$ cat src/rtl/wb_ahb_bridge_pkg.sv
// -----------------------------------------------------------------------------
// wb_ahb_pkg
// Shared definitions for the Wishbone-classic to AHB-Lite bridge:
//   - AHB HTRANS / HSIZE encodings
//   - bridge FSM state type
//   - select-decode result struct
//   - read data returned when the data-phase watchdog fires
// No ports (package).
// -----------------------------------------------------------------------------
package wb_ahb_pkg;

   localparam logic [1:0] HTRANS_IDLE   = 2'b00;
   localparam logic [1:0] HTRANS_NONSEQ = 2'b10;

   localparam logic [2:0] HSIZE_BYTE = 3'b000;
   localparam logic [2:0] HSIZE_HALF = 3'b001;
   localparam logic [2:0] HSIZE_WORD = 3'b010;

   localparam logic [31:0] TIMEOUT_DATA = 32'hDEAD_BEEF;

   typedef enum logic [1:0] {
      ST_IDLE,
      ST_ADDR,
      ST_DATA,
      ST_ACK
   } state_t;

   // Byte-lane select translated into an AHB transfer shape.
   typedef struct packed {
      logic       legal;
      logic [2:0] hsize;
      logic [1:0] addr_lsb;
   } sel_dec_t;

endpackage

$ cat src/rtl/wb_ahb_bridge_if.sv
// -----------------------------------------------------------------------------
// wb_ahb_bridge_if
// Bundles the Wishbone slave port, the AHB-Lite master port and the error
// flag of the bridge.
//   master modport : bridge side (Wishbone slave in, AHB-Lite master out)
//   slave  modport : environment side (Wishbone master + AHB-Lite slave)
// Signals:
//   wbs_cyc_i/stb_i/we_i, wbs_sel_i[3:0], wbs_adr_i/dat_i[31:0] -> bridge
//   wbs_ack_o, wbs_dat_o[31:0]                                  <- bridge
//   HADDR[31:0], HTRANS[1:0], HSIZE[2:0], HWRITE, HWDATA[31:0]  <- bridge
//   HRDATA[31:0], HREADY, HRESP                                 -> bridge
//   err_clr_i -> bridge, err_o <- bridge
// -----------------------------------------------------------------------------
interface wb_ahb_bridge_if;

   logic        wbs_cyc_i;
   logic        wbs_stb_i;
   logic        wbs_we_i;
   logic [3:0]  wbs_sel_i;
   logic [31:0] wbs_adr_i;
   logic [31:0] wbs_dat_i;
   logic        wbs_ack_o;
   logic [31:0] wbs_dat_o;

   logic [31:0] HADDR;
   logic [1:0]  HTRANS;
   logic [2:0]  HSIZE;
   logic        HWRITE;
   logic [31:0] HWDATA;
   logic [31:0] HRDATA;
   logic        HREADY;
   logic        HRESP;

   logic        err_clr_i;
   logic        err_o;

   modport master (
      input  wbs_cyc_i, wbs_stb_i, wbs_we_i, wbs_sel_i, wbs_adr_i, wbs_dat_i,
      output wbs_ack_o, wbs_dat_o,
      output HADDR, HTRANS, HSIZE, HWRITE, HWDATA,
      input  HRDATA, HREADY, HRESP,
      input  err_clr_i,
      output err_o
   );

   modport slave (
      output wbs_cyc_i, wbs_stb_i, wbs_we_i, wbs_sel_i, wbs_adr_i, wbs_dat_i,
      input  wbs_ack_o, wbs_dat_o,
      input  HADDR, HTRANS, HSIZE, HWRITE, HWDATA,
      output HRDATA, HREADY, HRESP,
      output err_clr_i,
      input  err_o
   );

endinterface

$ cat src/rtl/wb_ahb_bridge_sel_decode.sv
// -----------------------------------------------------------------------------
// wb_ahb_sel_decode
// Combinational translation of a Wishbone byte-lane select into an AHB
// transfer: legal flag, HSIZE and the low two address bits.
//   i_sel[3:0]  in   Wishbone byte-lane select
//   o_dec       out  {legal, hsize[2:0], addr_lsb[1:0]}
// Only naturally aligned word, halfword and byte patterns are legal.
// -----------------------------------------------------------------------------
module wb_ahb_sel_decode
   import wb_ahb_pkg::*;
(
   input  logic [3:0] i_sel,
   output sel_dec_t   o_dec
);

   always_comb begin
      // NOTE: default assignment first so every path drives o_dec (no latch).
      o_dec = '{legal: 1'b0, hsize: HSIZE_BYTE, addr_lsb: 2'b00};
      case (i_sel)
         4'b1111: o_dec = '{legal: 1'b1, hsize: HSIZE_WORD, addr_lsb: 2'b00};
         4'b0011: o_dec = '{legal: 1'b1, hsize: HSIZE_HALF, addr_lsb: 2'b00};
         4'b1100: o_dec = '{legal: 1'b1, hsize: HSIZE_HALF, addr_lsb: 2'b10};
         4'b0001: o_dec = '{legal: 1'b1, hsize: HSIZE_BYTE, addr_lsb: 2'b00};
         4'b0010: o_dec = '{legal: 1'b1, hsize: HSIZE_BYTE, addr_lsb: 2'b01};
         4'b0100: o_dec = '{legal: 1'b1, hsize: HSIZE_BYTE, addr_lsb: 2'b10};
         4'b1000: o_dec = '{legal: 1'b1, hsize: HSIZE_BYTE, addr_lsb: 2'b11};
         default: ;
      endcase
   end

endmodule

$ cat src/rtl/wb_ahb_bridge.sv
// -----------------------------------------------------------------------------
// wb_ahb_bridge
// Wishbone-classic slave to AHB-Lite master bridge. One outstanding single
// beat transfer; byte-lane selects become HSIZE plus HADDR[1:0].
// Ports:
//   wb_clk_i  in  clock for both the Wishbone and AHB sides
//   wb_rst_i  in  asynchronous active-high reset
//   bus       wb_ahb_bridge_if.master (Wishbone slave, AHB master, err flag)
// Parameters:
//   WB_BASE        Wishbone window, matched on wbs_adr_i[31:24]
//   AHB_BASE       upper byte of HADDR
//   TIMEOUT_CYCLES data-phase watchdog limit
// Optional feature macro: WB_AHB_BRIDGE_TIMEOUT_EN enables the data-phase
// watchdog; without it DATA waits on HREADY indefinitely.
// All outputs are registered.
// -----------------------------------------------------------------------------
module wb_ahb_bridge
   import wb_ahb_pkg::*;
#(
   parameter logic [31:0] WB_BASE        = 32'h3000_0000,
   parameter logic [31:0] AHB_BASE       = 32'h0000_0000,
   parameter int unsigned TIMEOUT_CYCLES = 256
) (
   input logic             wb_clk_i,
   input logic             wb_rst_i,
   wb_ahb_bridge_if.master bus
);

   state_t      r_state;
   logic        r_abort;     // cyc dropped mid-transfer: finish AHB, no ack
   logic [31:0] r_haddr;
   logic [1:0]  r_htrans;
   logic [2:0]  r_hsize;
   logic        r_hwrite;
   logic [31:0] r_hwdata;
   logic        r_ack;
   logic [31:0] r_rdata;
   logic        r_err;

   sel_dec_t    w_dec;
   logic        w_hit;
   logic        w_req;

`ifdef WB_AHB_BRIDGE_TIMEOUT_EN
   localparam int unsigned TO_W = $clog2(TIMEOUT_CYCLES + 1);
   localparam logic [TO_W-1:0] TO_LAST = TO_W'(TIMEOUT_CYCLES - 1);

   logic [TO_W-1:0] r_to_cnt;
   // After a timeout the slave may still be stalled; hold off new requests
   // until it has shown HREADY high again.
   logic            r_hready_seen;
`endif

   wb_ahb_sel_decode u_sel_decode (
      .i_sel (bus.wbs_sel_i),
      .o_dec (w_dec)
   );

   assign w_hit = (bus.wbs_adr_i[31:24] == WB_BASE[31:24]);
`ifdef WB_AHB_BRIDGE_TIMEOUT_EN
   assign w_req = bus.wbs_cyc_i & bus.wbs_stb_i & w_hit & r_hready_seen;
`else
   assign w_req = bus.wbs_cyc_i & bus.wbs_stb_i & w_hit;
`endif

   // NOTE: asynchronous reset in the sensitivity list so outputs drop to their
   // idle values the moment wb_rst_i rises, without waiting for a clock.
   always_ff @(posedge wb_clk_i or posedge wb_rst_i) begin
      if (wb_rst_i) begin
         r_state  <= ST_IDLE;
         r_abort  <= 1'b0;
         r_haddr  <= '0;
         r_htrans <= HTRANS_IDLE;
         r_hsize  <= '0;
         r_hwrite <= 1'b0;
         r_hwdata <= '0;
         r_ack    <= 1'b0;
         r_rdata  <= '0;
         r_err    <= 1'b0;
`ifdef WB_AHB_BRIDGE_TIMEOUT_EN
         r_to_cnt      <= '0;
         r_hready_seen <= 1'b1;
`endif
      end else begin
         // NOTE: non-blocking, last assignment wins: a set of r_err further
         // down overrides this clear, giving set priority over err_clr_i.
         if (bus.err_clr_i) r_err <= 1'b0;
`ifdef WB_AHB_BRIDGE_TIMEOUT_EN
         if (bus.HREADY) r_hready_seen <= 1'b1;
`endif

         case (r_state)
            ST_IDLE: begin
               if (w_req) begin
                  r_abort <= 1'b0;
                  if (w_dec.legal) begin
                     r_haddr  <= {AHB_BASE[31:24], bus.wbs_adr_i[23:2], w_dec.addr_lsb};
                     r_hsize  <= w_dec.hsize;
                     r_hwrite <= bus.wbs_we_i;
                     r_hwdata <= bus.wbs_dat_i;
                     r_htrans <= HTRANS_NONSEQ;
                     r_state  <= ST_ADDR;
                  end else begin
                     // Illegal lane pattern: answer immediately, no AHB access.
                     r_ack   <= 1'b1;
                     r_rdata <= '0;
                     r_err   <= 1'b1;
                     r_state <= ST_ACK;
                  end
               end
            end

            ST_ADDR: begin
               if (!bus.wbs_cyc_i) r_abort <= 1'b1;
               if (bus.HREADY) begin
                  r_htrans <= HTRANS_IDLE;
                  r_state  <= ST_DATA;
`ifdef WB_AHB_BRIDGE_TIMEOUT_EN
                  r_to_cnt <= '0;
`endif
               end
            end

            ST_DATA: begin
               if (!bus.wbs_cyc_i) r_abort <= 1'b1;
               if (bus.HREADY) begin
                  if (bus.HRESP) r_err <= 1'b1;
                  if (r_abort || !bus.wbs_cyc_i) begin
                     r_state <= ST_IDLE;
                  end else begin
                     r_ack   <= 1'b1;
                     r_rdata <= (bus.HRESP || r_hwrite) ? 32'h0 : bus.HRDATA;
                     r_state <= ST_ACK;
                  end
               end
`ifdef WB_AHB_BRIDGE_TIMEOUT_EN
               else if (r_to_cnt == TO_LAST) begin
                  r_err         <= 1'b1;
                  r_hready_seen <= 1'b0;
                  if (r_abort || !bus.wbs_cyc_i) begin
                     r_state <= ST_IDLE;
                  end else begin
                     r_ack   <= 1'b1;
                     r_rdata <= TIMEOUT_DATA;
                     r_state <= ST_ACK;
                  end
               end else begin
                  r_to_cnt <= r_to_cnt + 1'b1;
               end
`endif
            end

            ST_ACK: begin
               // Strobe is deliberately ignored here so a request held until
               // the ack edge is not issued a second time.
               r_ack   <= 1'b0;
               r_rdata <= '0;
               r_state <= ST_IDLE;
            end

            default: r_state <= ST_IDLE;
         endcase
      end
   end

   assign bus.HADDR     = r_haddr;
   assign bus.HTRANS    = r_htrans;
   assign bus.HSIZE     = r_hsize;
   assign bus.HWRITE    = r_hwrite;
   assign bus.HWDATA    = r_hwdata;
   assign bus.wbs_ack_o = r_ack;
   assign bus.wbs_dat_o = r_rdata;
   assign bus.err_o     = r_err;

endmodule
$ cat src/flat_wrapper.sv
// flat-port wrapper written by rule: the top's interface ports become plain ports
module wb_ahb_bridge_flat import wb_ahb_pkg::*;
#(
   parameter logic [31:0] WB_BASE        = 32'h3000_0000,
   parameter logic [31:0] AHB_BASE       = 32'h0000_0000,
   parameter int unsigned TIMEOUT_CYCLES = 256
)
  (wb_clk_i, wb_rst_i, bus_wbs_cyc_i, bus_wbs_stb_i, bus_wbs_we_i, bus_wbs_sel_i, bus_wbs_adr_i, bus_wbs_dat_i, bus_wbs_ack_o, bus_wbs_dat_o, bus_HADDR, bus_HTRANS, bus_HSIZE, bus_HWRITE, bus_HWDATA, bus_HRDATA, bus_HREADY, bus_HRESP, bus_err_clr_i, bus_err_o);
  wb_ahb_bridge_if bus_i ();
  input logic wb_clk_i;
  input logic wb_rst_i;
  input wire logic [$bits(bus_i.wbs_cyc_i)-1:0] bus_wbs_cyc_i;
  input wire logic [$bits(bus_i.wbs_stb_i)-1:0] bus_wbs_stb_i;
  input wire logic [$bits(bus_i.wbs_we_i)-1:0] bus_wbs_we_i;
  input wire logic [$bits(bus_i.wbs_sel_i)-1:0] bus_wbs_sel_i;
  input wire logic [$bits(bus_i.wbs_adr_i)-1:0] bus_wbs_adr_i;
  input wire logic [$bits(bus_i.wbs_dat_i)-1:0] bus_wbs_dat_i;
  output wire logic [$bits(bus_i.wbs_ack_o)-1:0] bus_wbs_ack_o;
  output wire logic [$bits(bus_i.wbs_dat_o)-1:0] bus_wbs_dat_o;
  output wire logic [$bits(bus_i.HADDR)-1:0] bus_HADDR;
  output wire logic [$bits(bus_i.HTRANS)-1:0] bus_HTRANS;
  output wire logic [$bits(bus_i.HSIZE)-1:0] bus_HSIZE;
  output wire logic [$bits(bus_i.HWRITE)-1:0] bus_HWRITE;
  output wire logic [$bits(bus_i.HWDATA)-1:0] bus_HWDATA;
  input wire logic [$bits(bus_i.HRDATA)-1:0] bus_HRDATA;
  input wire logic [$bits(bus_i.HREADY)-1:0] bus_HREADY;
  input wire logic [$bits(bus_i.HRESP)-1:0] bus_HRESP;
  input wire logic [$bits(bus_i.err_clr_i)-1:0] bus_err_clr_i;
  output wire logic [$bits(bus_i.err_o)-1:0] bus_err_o;
  assign bus_i.wbs_cyc_i = bus_wbs_cyc_i;
  assign bus_i.wbs_stb_i = bus_wbs_stb_i;
  assign bus_i.wbs_we_i = bus_wbs_we_i;
  assign bus_i.wbs_sel_i = bus_wbs_sel_i;
  assign bus_i.wbs_adr_i = bus_wbs_adr_i;
  assign bus_i.wbs_dat_i = bus_wbs_dat_i;
  assign bus_wbs_ack_o = bus_i.wbs_ack_o;
  assign bus_wbs_dat_o = bus_i.wbs_dat_o;
  assign bus_HADDR = bus_i.HADDR;
  assign bus_HTRANS = bus_i.HTRANS;
  assign bus_HSIZE = bus_i.HSIZE;
  assign bus_HWRITE = bus_i.HWRITE;
  assign bus_HWDATA = bus_i.HWDATA;
  assign bus_i.HRDATA = bus_HRDATA;
  assign bus_i.HREADY = bus_HREADY;
  assign bus_i.HRESP = bus_HRESP;
  assign bus_i.err_clr_i = bus_err_clr_i;
  assign bus_err_o = bus_i.err_o;
  wb_ahb_bridge #(.WB_BASE(WB_BASE), .AHB_BASE(AHB_BASE), .TIMEOUT_CYCLES(TIMEOUT_CYCLES)) u_core (.wb_clk_i(wb_clk_i), .wb_rst_i(wb_rst_i), .bus(bus_i));
endmodule
$ cat config.mk
export PLATFORM = sky130hd
export DESIGN_NAME = wb_ahb_bridge_flat
export DESIGN_NICKNAME = d
export VERILOG_FILES = /design/src/rtl/wb_ahb_bridge_pkg.sv /design/src/rtl/wb_ahb_bridge_if.sv /design/src/rtl/wb_ahb_bridge_sel_decode.sv /design/src/rtl/wb_ahb_bridge.sv /design/src/flat_wrapper.sv
export SDC_FILE = /design/constraint.sdc
export NUM_CORES = 1
export LEC_CHECK = 0
export CAP_MARGIN = 20
export CORE_AREA = 2 2 88 132
export DETAILED_ROUTE_END_ITERATION = 10
export DIE_AREA = 0 0 90 134
export GPL_ROUTABILITY_DRIVEN = 0
export GPL_TIMING_DRIVEN = 0
export PLACE_DENSITY = 0.77
export SLEW_MARGIN = 20
export SYNTH_ARGS = -nofsm -noshare
export SYNTH_HDL_FRONTEND = slang
export SYNTH_SLANG_ARGS = --single-unit
$ cat constraint.sdc
create_clock -name wb_clk_i -period 3.65 [get_ports wb_clk_i]
set_input_delay 0.73 -clock wb_clk_i [delete_from_list [all_inputs] [get_ports wb_clk_i]]
set_output_delay 0.73 -clock wb_clk_i [all_outputs]
set_load 0.02 [all_outputs]
======== After elaboration in Yosys (flattened, before gate mapping) ========
Index checks and enable logic that the tools add are counted.
word-level totals
  flip-flop bits (word level) ............. 99
  input bits .............................. 108
  output and inout bits ................... 104
  word-level logic and storage cells ...... 74
cells by class
  equality and inequality tests ........... 18
  multiplexer cells ....................... 31
  bitwise logic cells ..................... 2
  reductions and logical operators ........ 13
operators by type and width
  operator            number
  $mux 32             5
  $pmux 32 s3         1
  $pmux 6 s7          1
  $mux 2              8
  $eq 4x4->1 const B  3
  $ne 2x2->1 const B  6
  $mux 1              11
  $reduce_and 3->1    3
  $eq 4x2->1 const B  2
  $eq 8x6->1 const B  1
  $pmux 2 s4          1
  $reduce_and 5->1    1
  $eq 2x2->1 const B  2
  $eq 4x1->1 const B  1
  $eq 4x3->1 const B  1
  $pmux 1 s2          2
  $pmux 2 s2          1
  $reduce_and 4->1    1
  $reduce_bool 2->1   2
  $pmux 1 s3          1
  $reduce_bool 3->1   1
  $and 1x1->1         2
  $eq 2x1->1 const B  1
  $logic_not 2->1     1
  4 further kinds     5

======== Longest topological paths before layout ========
Gate-level depths: netlist (run 1).
  depth after elaboration ................. 5
  mapped depth ............................ 10
  gate-level depth less buffers ........... 7

======== Hierarchy ========
From an unflattened synthesis (run 1), not the netlist that was laid out.
unflattened totals
  cells, all modules ...................... 268
  area total of the unflattened synthesis .. 3976.3 um^2
by module, submodules not included
  module             instances  cells each  area each (um^2)  seq. area each (um^2)
  wb_ahb_bridge      1          255         3900.0            2452.4
  wb_ahb_sel_decode  1          13          76.3              0.0

======== Least setup slack after synthesis (run 1) ========
No wires, ideal clock.
  path kind ............................... in2reg
  start ................................... input bus_wbs_adr_i[27]
  end ..................................... register u_core.r_haddr[0], in the netlist u_core.bus.HADDR[0]
  data arrival time ....................... 2.383 ns
  data required time ...................... 3.525 ns
  setup slack ............................. 1.142 ns
  stages .................................. 7
  path buffers ............................ 3
  cells stage by stage .................... or2_1 or4_4 o21ba_1 buf_4 buf_12 buf_12 mux2_4
between the ends
  cells in the longest elaborated chain, start to end .. 3
RTL lines
  item                        RTL line             RTL
  start, declared             flat_wrapper.sv:16   input wire logic [$bits(bus_i.wbs_adr_i)-1:0] bus_wbs_adr_i;
  $eq 8x6->1                  wb_ahb_bridge.sv:59  assign w_hit = (bus.wbs_adr_i[31:24] == WB_BASE[31:24]);
  $and 1x1->1                 wb_ahb_bridge.sv:63  assign w_req = bus.wbs_cyc_i & bus.wbs_stb_i & w_hit;
  $reduce_and 3->1 (no line)  --
  end signal, assigned        wb_ahb_bridge.sv:97  r_haddr <= {AHB_BASE[31:24], bus.wbs_adr_i[23:2], w_dec.addr_lsb};
  end, declared               wb_ahb_bridge.sv:31  logic [31:0] r_haddr;
Every way passes these cells.
A chain may end at the register's enable or synchronous reset.

======== Worst setup path in the final report (run 1) ========
  start ................................... input bus_wbs_adr_i[27]
  end ..................................... register u_core.r_haddr[7], in the netlist u_core.bus.HADDR[7]
The elaborated chain is that of the path after synthesis.

==> qor.csv, run 1 <==
stage,metric,value,unit
run_status,run_status,completed,
grt,grt-ovfl-total,0,
critical_path,path_max_fanout,10,
placed_design,postPlaceCellArea,6480,um2
synthesis,ys_types,34,
synthesis,synth_edf_count,0,
placed_design,buffer_ports.inserted,199,
layout,most-common-layout-cells,"clkdlybuf4s50_1 (199), dfrtp_1 (97), mux2_2 (48)",
timing,maximum_clock_frequency,370,MHz
grt,grt_first_pass_wirelength,16900,um
floorplanning,die_h,134,um
timing,clock_skew,0.00844,ns
power,cellPowerDensity,569,nW/um2
timing,fin_crit,2.70,ns
critical_path,worstPathRequired,3.88,ns
critical_path,worst_setup_path_end_kind,register,
critical_path,r2r_slack,1.03,ns
layout,num_antenna_cells,0,
placed_design,post-dp-hpwl,8150,um
layout,layout-drive-gt1-share,0.175,
floorplanning,floorplan.core_area,10900,um2
layout,stdcell_count,708,
grt,grt_util_all_layers,0.176,
synthesis,synth.top_cells.by_area,"dfrtp_1 (57%), mux2_2 (13%), mux2i_1 (8.0%)",
placed_design,dp_slack,0.563,ns
clock_tree,clock_sink_count,97,
power,power.static_leakage,3.16,nW
synthesis,avgSynthCellArea,12.6,um2
grt,maximum_number_of_pins_on_one_net_before_global_route_repair,57,
routing,routedWlPerCell,14.9,um
timing,rsz0062_at_grt,no,
layout,final_util,0.620,
timing,fin_hold_ws,0.505,ns
worst_hold_path,whs_path_depth,2,
clock_tree,postCtsHoldBufs,0,
grt,via_count_of_the_first_global_routing_pass,3549,
synthesis,synthDominantAreaCellType,dfrtp_1,
floorplanning,row_cnt,47,
timing,report.final.slew_viol_count,0,
clock_tree,cts_tree,yes,
synthesis,sequential_element_share_of_the_synthesized_area,0.572,
timing,setup_slack_of_the_critical_path_after_layout,0.945,ns
routing,vias,3228,
power,power.ir.vdd_worst,0.000241,V
routing,postRouteAntennaNets,0,
synthesis,synth_area,4240,um2
grt,antenna_found_initial,0,
synthesis,synth_seq_cells,97,
flow_run,drv_cap,0,
layout,final_common_cell,clkdlybuf4s50_1,
timing,final_hold_viol_count,0,
clock_tree,cts_buffer_depth,2,
critical_path,critical_path_class,input port to register,
timing,tightestPinTransition,0.580,ns
routing,vias_per_instance,4.56,
worst_hold_path,min_from,u_core.bus.HSIZE[1],
timing,setup_viol,0,
critical_path,timing.rr.end,u_core.bus.HADDR[7],
layout,fin_nets,669,
floorplanning,start_util,0.388,
critical_path,r2r.worst_path.cells,9,
clock_tree,worst_skew_pair.late_latency,0.34,ns
floorplanning,die_area,12100,um2
layout,final_cell_area,6790,um2
timing,slew-limit-headroom,0.613,
synthesis,ys.flop_type,dfrtp_1,
layout,syn2layout_area_growth,60.0,%
critical_path,worstPathArrival,2.93,ns
routing,drt_pass1_iterations,4,
floorplanning,die_width,90,um
critical_path,start_kind,input port,
placed_design,dp.cells,692,
worst_hold_path,hold_class,register to register,
clock_tree,cts_buffers,9,
worst_hold_path,hold_path_end,u_core.bus.HSIZE[1],
layout,nFillCells,891,
timing,post-route-period-util,0.741,
synthesis,synth_top_area_share,0.572,
routing,finalWirelength,10500,um
synthesis,synthArstFlopShare,1.00,
clock_tree,clockRootBuffer,clkbuf_16,
routing,drt_drc_violations_left,0,
routing,initialDrtViolationCount,60,
synthesis,netlist_instances,336,
clock_tree,post_cts.resized_instances,0,
synthesis,synth.yosys.warnings,0,
floorplanning,ios,212,
clock_tree,clkSlewWorstSetupHoldPaths,0.07,ns
critical_path,critical_path.reg2reg.startpoint,u_core.r_state[0],
clock_tree,post-cts-setup-buffers,0,
clock_tree,cts_htree_levels,3,
==> kinds of logic after synthesis <==
group,count (synthesis),share of synthesized area
adders and majority gates,5,0.0148
other,1,0.000884
and+or+nand+nor,61,0.0661
muxes,90,0.236
xor gates and xnor gates,1,0.00207
AOI/OAI and AO/OA,20,0.0301
buffers and inverters,61,0.0776
DFF,97,0.572
==> power breakdown <==
part	switching [mW]	total (mW)	internal, mW
sequential	0.113	1.39	1.28
clock	0.418	0.957	0.538
combinational	0.774	1.52	0.745
total	1.31	3.86	2.56
==> critical path, stage by stage <==
cell	delay (ns)
clkdlybuf4s50_1	0.39
or2_1	0.25
or4_4	0.56
o21ba_1	0.24
buf_4	0.15
buf_12	0.15
buf_12	0.14
mux2_4	0.30
==> per-stage QoR <==
step                      TNS, ns  power, mW
after floorplan                 0       2.29
after global placement    -101.67       2.89
after detailed placement        0       2.94
after CTS                       0       3.92
after global routing            0       4.05
final                           0       3.86
==> layout make-up <==
class | count | area, um2 | share of cell area
repair buffers | 200 | 2020 | 0.298
inverters | 38 | 148 | 0.0218
flip-flops and latches | 97 | 2430 | 0.358
multi-input cells | 187 | 1520 | 0.224
clock inverters | 7 | 78.8 | 0.0116
plain buffers | 23 | 186 | 0.0275
well taps | 147 | 184 | 0.0271
clock buffers | 9 | 225 | 0.0332
==> metal layers <==
| layer | share of wire | GRT usage | wire [um] | vias to the layer above |
|---|---|---|---|---|
| li1 | - | - | - | 1532 |
| met1 | 0.37 | 0.183 | 3910 | 1532 |
| met2 | 0.53 | 0.329 | 5590 | 147 |
| met3 | 0.074 | 0.0461 | 779 | 17 |
| met4 | 0.023 | 0.0821 | 241 | 0 |
| met5 | 0 | 0 | 0 | - |
==> state kept, by name, summed over array words and instances, names as in the netlist <==
register,flops
u_core.bus.err_o,1
u_core.bus.HTRANS,1
u_core.bus.wbs_ack_o,1
u_core.bus.HWRITE,1
u_core.bus.HADDR,24
u_core.r_abort,1
u_core.bus.wbs_dat_o,32
u_core.r_state,2
u_core.bus.HWDATA,32
u_core.bus.HSIZE,2
==> synth_stat cells (2+ instances only) <==
cell       count
mux2_4         8
dfrtp_1       97
nand2_1       37
inv_1         38
ha_1           5
nor3_1         5
mux2_2        48
nor2_1         7
a21oi_1        4
buf_12         2
clkbuf_1       3
nand4bb_1      2
a31oi_1        2
or2_2          2
buf_4         18
o21ai_0        7
mux2i_1       34
==> worst max path at each step <==
stage,from,end,cells past startpoint
3_3_place_gp,wb_rst_i,u_core.bus.HADDR[3],2
2_1_floorplan,wb_rst_i,u_core.bus.HADDR[0],1
6_report,bus_wbs_adr_i[27],u_core.bus.HADDR[7],8
5_1_grt,bus_wbs_sel_i[3],u_core.bus.wbs_dat_o[5],7
3_5_place_dp,bus_wbs_adr_i[27],u_core.bus.HADDR[5],8
4_1_cts,bus_wbs_adr_i[27],u_core.bus.HADDR[7],8
(Power assumes the default switching activity.)
==> run 2: changes to the inputs <==
clock period = 2.6 ns   (was 3.65 ns; I/O delays follow)
==> qor.csv, run 2 (same netlist as run 1, synthesis figures left out) <==
stage,metric,value,unit,change
routing,drt_drc_violations_left,0,,unchanged
layout,final_cell_area,6890,um2,was 6790 um2
run_status,run_status,completed,,unchanged
placed_design,dp.cells,694,,was 692
timing,rsz0062_at_grt,no,,unchanged
clock_tree,clock_sink_count,97,,unchanged
grt,via_count_of_the_first_global_routing_pass,3592,,was 3549
routing,drt_pass1_iterations,4,,unchanged
power,power.static_leakage,3.20,nW,was 3.16 nW
critical_path,cpLargestDelayFamily,buffers and inverters,,unchanged
timing,post-route-period-util,0.955,,
layout,syn2layout_area_growth,62.4,%,was 60.0%
critical_path,worstPathBufferInverterCount,4,,unchanged
timing,clock_skew,0.00594,ns,was 0.00844 ns
power,comb_power_share,0.386,,was 0.393
worst_hold_path,hold_class,register to register,,unchanged
clock_tree,cts_htree_levels,3,,unchanged
floorplanning,row_cnt,47,,unchanged
placed_design,post-dp-hpwl,8350,um,was 8150 um
timing,setup_viol,0,,unchanged
power,switchingPower,1.84,mW,was 1.31 mW
routing,vias,3282,,was 3228
timing,report.final.slew_viol_count,0,,unchanged
floorplanning,start_util,0.388,,unchanged
routing,finalWirelength,10700,um,was 10500 um
timing,tightestPinTransition,0.726,ns,was 0.580 ns
grt,antenna_found_initial,0,,unchanged
placed_design,buffer_ports.inserted,199,,unchanged
power,clock_power_share,0.272,,was 0.248
power,p_sw_frac,0.324,,was 0.338
grt,grt-ovfl-total,0,,unchanged
timing,slew-limit-headroom,0.515,,was 0.613
layout,num_antenna_cells,0,,unchanged
routing,postRouteAntennaNets,0,,unchanged
timing,fin_setup_tns,0,ns,unchanged
layout,layout-drive-gt1-share,0.186,,was 0.175
floorplanning,die_h,134,um,unchanged
critical_path,worst_setup_path_end_kind,register,,unchanged
clock_tree,postCtsHoldBufs,0,,unchanged
clock_tree,clkSlewWorstSetupHoldPaths,0.07,ns,about the same
layout,stdcell_count,711,,was 708
routing,initialDrtViolationCount,53,,was 60
critical_path,crit_path_top_delay_cell,or4_4,,unchanged
layout,fin_nets,672,,was 669
placed_design,postPlaceCellArea,6510,um2,was 6480 um2
critical_path,path_max_fanout,10,,unchanged
placed_design,dp_slack,-0.253,ns,was 0.563 ns
timing,maximum_clock_frequency,403,MHz,
critical_path,crit_path_cell_trace,"clkdlybuf4s50_1, or2_1, or4_4, o21ba_1, buf_4, buf_12, buf_12, mux2_4",,unchanged
floorplanning,die_width,90,um,unchanged
critical_path,worstPathRequired,2.82,ns,was 3.88 ns
clock_tree,cts_buffers,9,,unchanged
floorplanning,ios,212,,unchanged
grt,grt_util_all_layers,0.183,,was 0.176
critical_path,worstPathArrival,2.71,ns,was 2.93 ns
critical_path,start_kind,input port,,unchanged
clock_tree,cts_tree,yes,,unchanged
clock_tree,clockRootBuffer,clkbuf_16,,unchanged
critical_path,critPathMaxStageDelay,0.56,ns,about the same
routing,vias_per_instance,4.62,,was 4.56
floorplanning,floorplan.core_area,10900,um2,unchanged
power,power.ir.vdd_worst,0.000373,V,was 0.000241 V
layout,nFillCells,885,,was 891
timing,fin_crit,2.48,ns,
timing,final_hold_viol_count,0,,unchanged
layout,most-common-layout-cells,"clkdlybuf4s50_1 (199), dfrtp_1 (96), mux2_2 (48)",,"was clkdlybuf4s50_1 (199), dfrtp_1 (97), mux2_2 (48)"
layout,final_common_cell,clkdlybuf4s50_1,,unchanged
routing,routedWlPerCell,15.1,um,was 14.9 um
power,cellPowerDensity,825,nW/um2,was 569 nW/um2
power,internal_power,3.84,mW,was 2.56 mW
clock_tree,worst_skew_pair.late_latency,0.34,ns,about the same
clock_tree,cts_buffer_depth,2,,unchanged
critical_path,critical_path_class,input port to register,,unchanged
power,seq_power_share,0.343,,was 0.359
floorplanning,die_area,12100,um2,unchanged
grt,grt_first_pass_wirelength,17700,um,was 16900 um
grt,maximum_number_of_pins_on_one_net_before_global_route_repair,33,,was 57
critical_path,critPathMostFrequentCell,buf_12,,unchanged
flow_run,drv_cap,0,,unchanged
timing,setup_slack_of_the_critical_path_after_layout,0.116,ns,was 0.945 ns
==> run 2: final cells by class <==
| cell class | count | area (um2) | area share |
|---|---|---|---|
| tap | 147 | 184 | 0.0267 |
| clock inverter | 6 | 113 | 0.0164 |
| inverter | 38 | 146 | 0.0213 |
| timing repair buffer | 203 | 2060 | 0.299 |
| multi-input combinational | 187 | 1530 | 0.222 |
| buffer | 23 | 186 | 0.0271 |
| sequential | 97 | 2430 | 0.353 |
| clock buffer | 10 | 239 | 0.0347 |
==> run 2: what timing repair did <==
action,CTS,global route
endpoints found under the setup margin,8,86
resized for setup,1,5
setup buffers,0,1
endpoints found under the hold margin,0,0
==> run 2: path summary, 6_finish.rpt <==
check                                      from                   end  slack [ns]  cells after the start
setup / recovery              bus_wbs_adr_i[27]   u_core.bus.HADDR[0]        0.12                      8
hold / removal             u_core.bus.HADDR[11]  u_core.bus.HADDR[11]        0.51                      1
setup reg to reg              u_core.r_state[1]   u_core.bus.HADDR[0]        0.16                      9
hold reg to reg            u_core.bus.HADDR[11]  u_core.bus.HADDR[11]        0.51                      1
max in group asynchronous              wb_rst_i     u_core.r_state[1]        1.41                      4
min in group asynchronous              wb_rst_i  u_core.bus.HWDATA[0]        0.52                      2
==> run 2: layer usage <==
metal | wire, um | track usage
met1 | 4090 | 0.202
met2 | 5600 | 0.328
met3 | 788 | 0.0562
met4 | 243 | 0.0709
met5 | 0 | 0
==> run 2: power groups by stage <==
stage | combinational, mW | sequential [mW] | clock, mW
2_1_floorplan | 0.927 | 2.29 | 0
3_3_place_gp | 2.10 | 1.96 | 0
3_5_place_dp | 2.16 | 1.98 | 0
4_1_cts | 2.18 | 1.95 | 1.58
5_1_grt | 2.37 | 1.98 | 1.64
6_report | 2.19 | 1.95 | 1.54
==> run 2: per-stage QoR <==
stage	util	hold WS [ns]	total power, mW
after global routing	0.630	0.520	5.99
after detailed placement	0.596	0.494	4.14
after global placement	0.590	0.481	4.06
after floorplan	-	0.496	3.21
final	0.630	0.507	5.68
after CTS	0.628	0.510	5.71
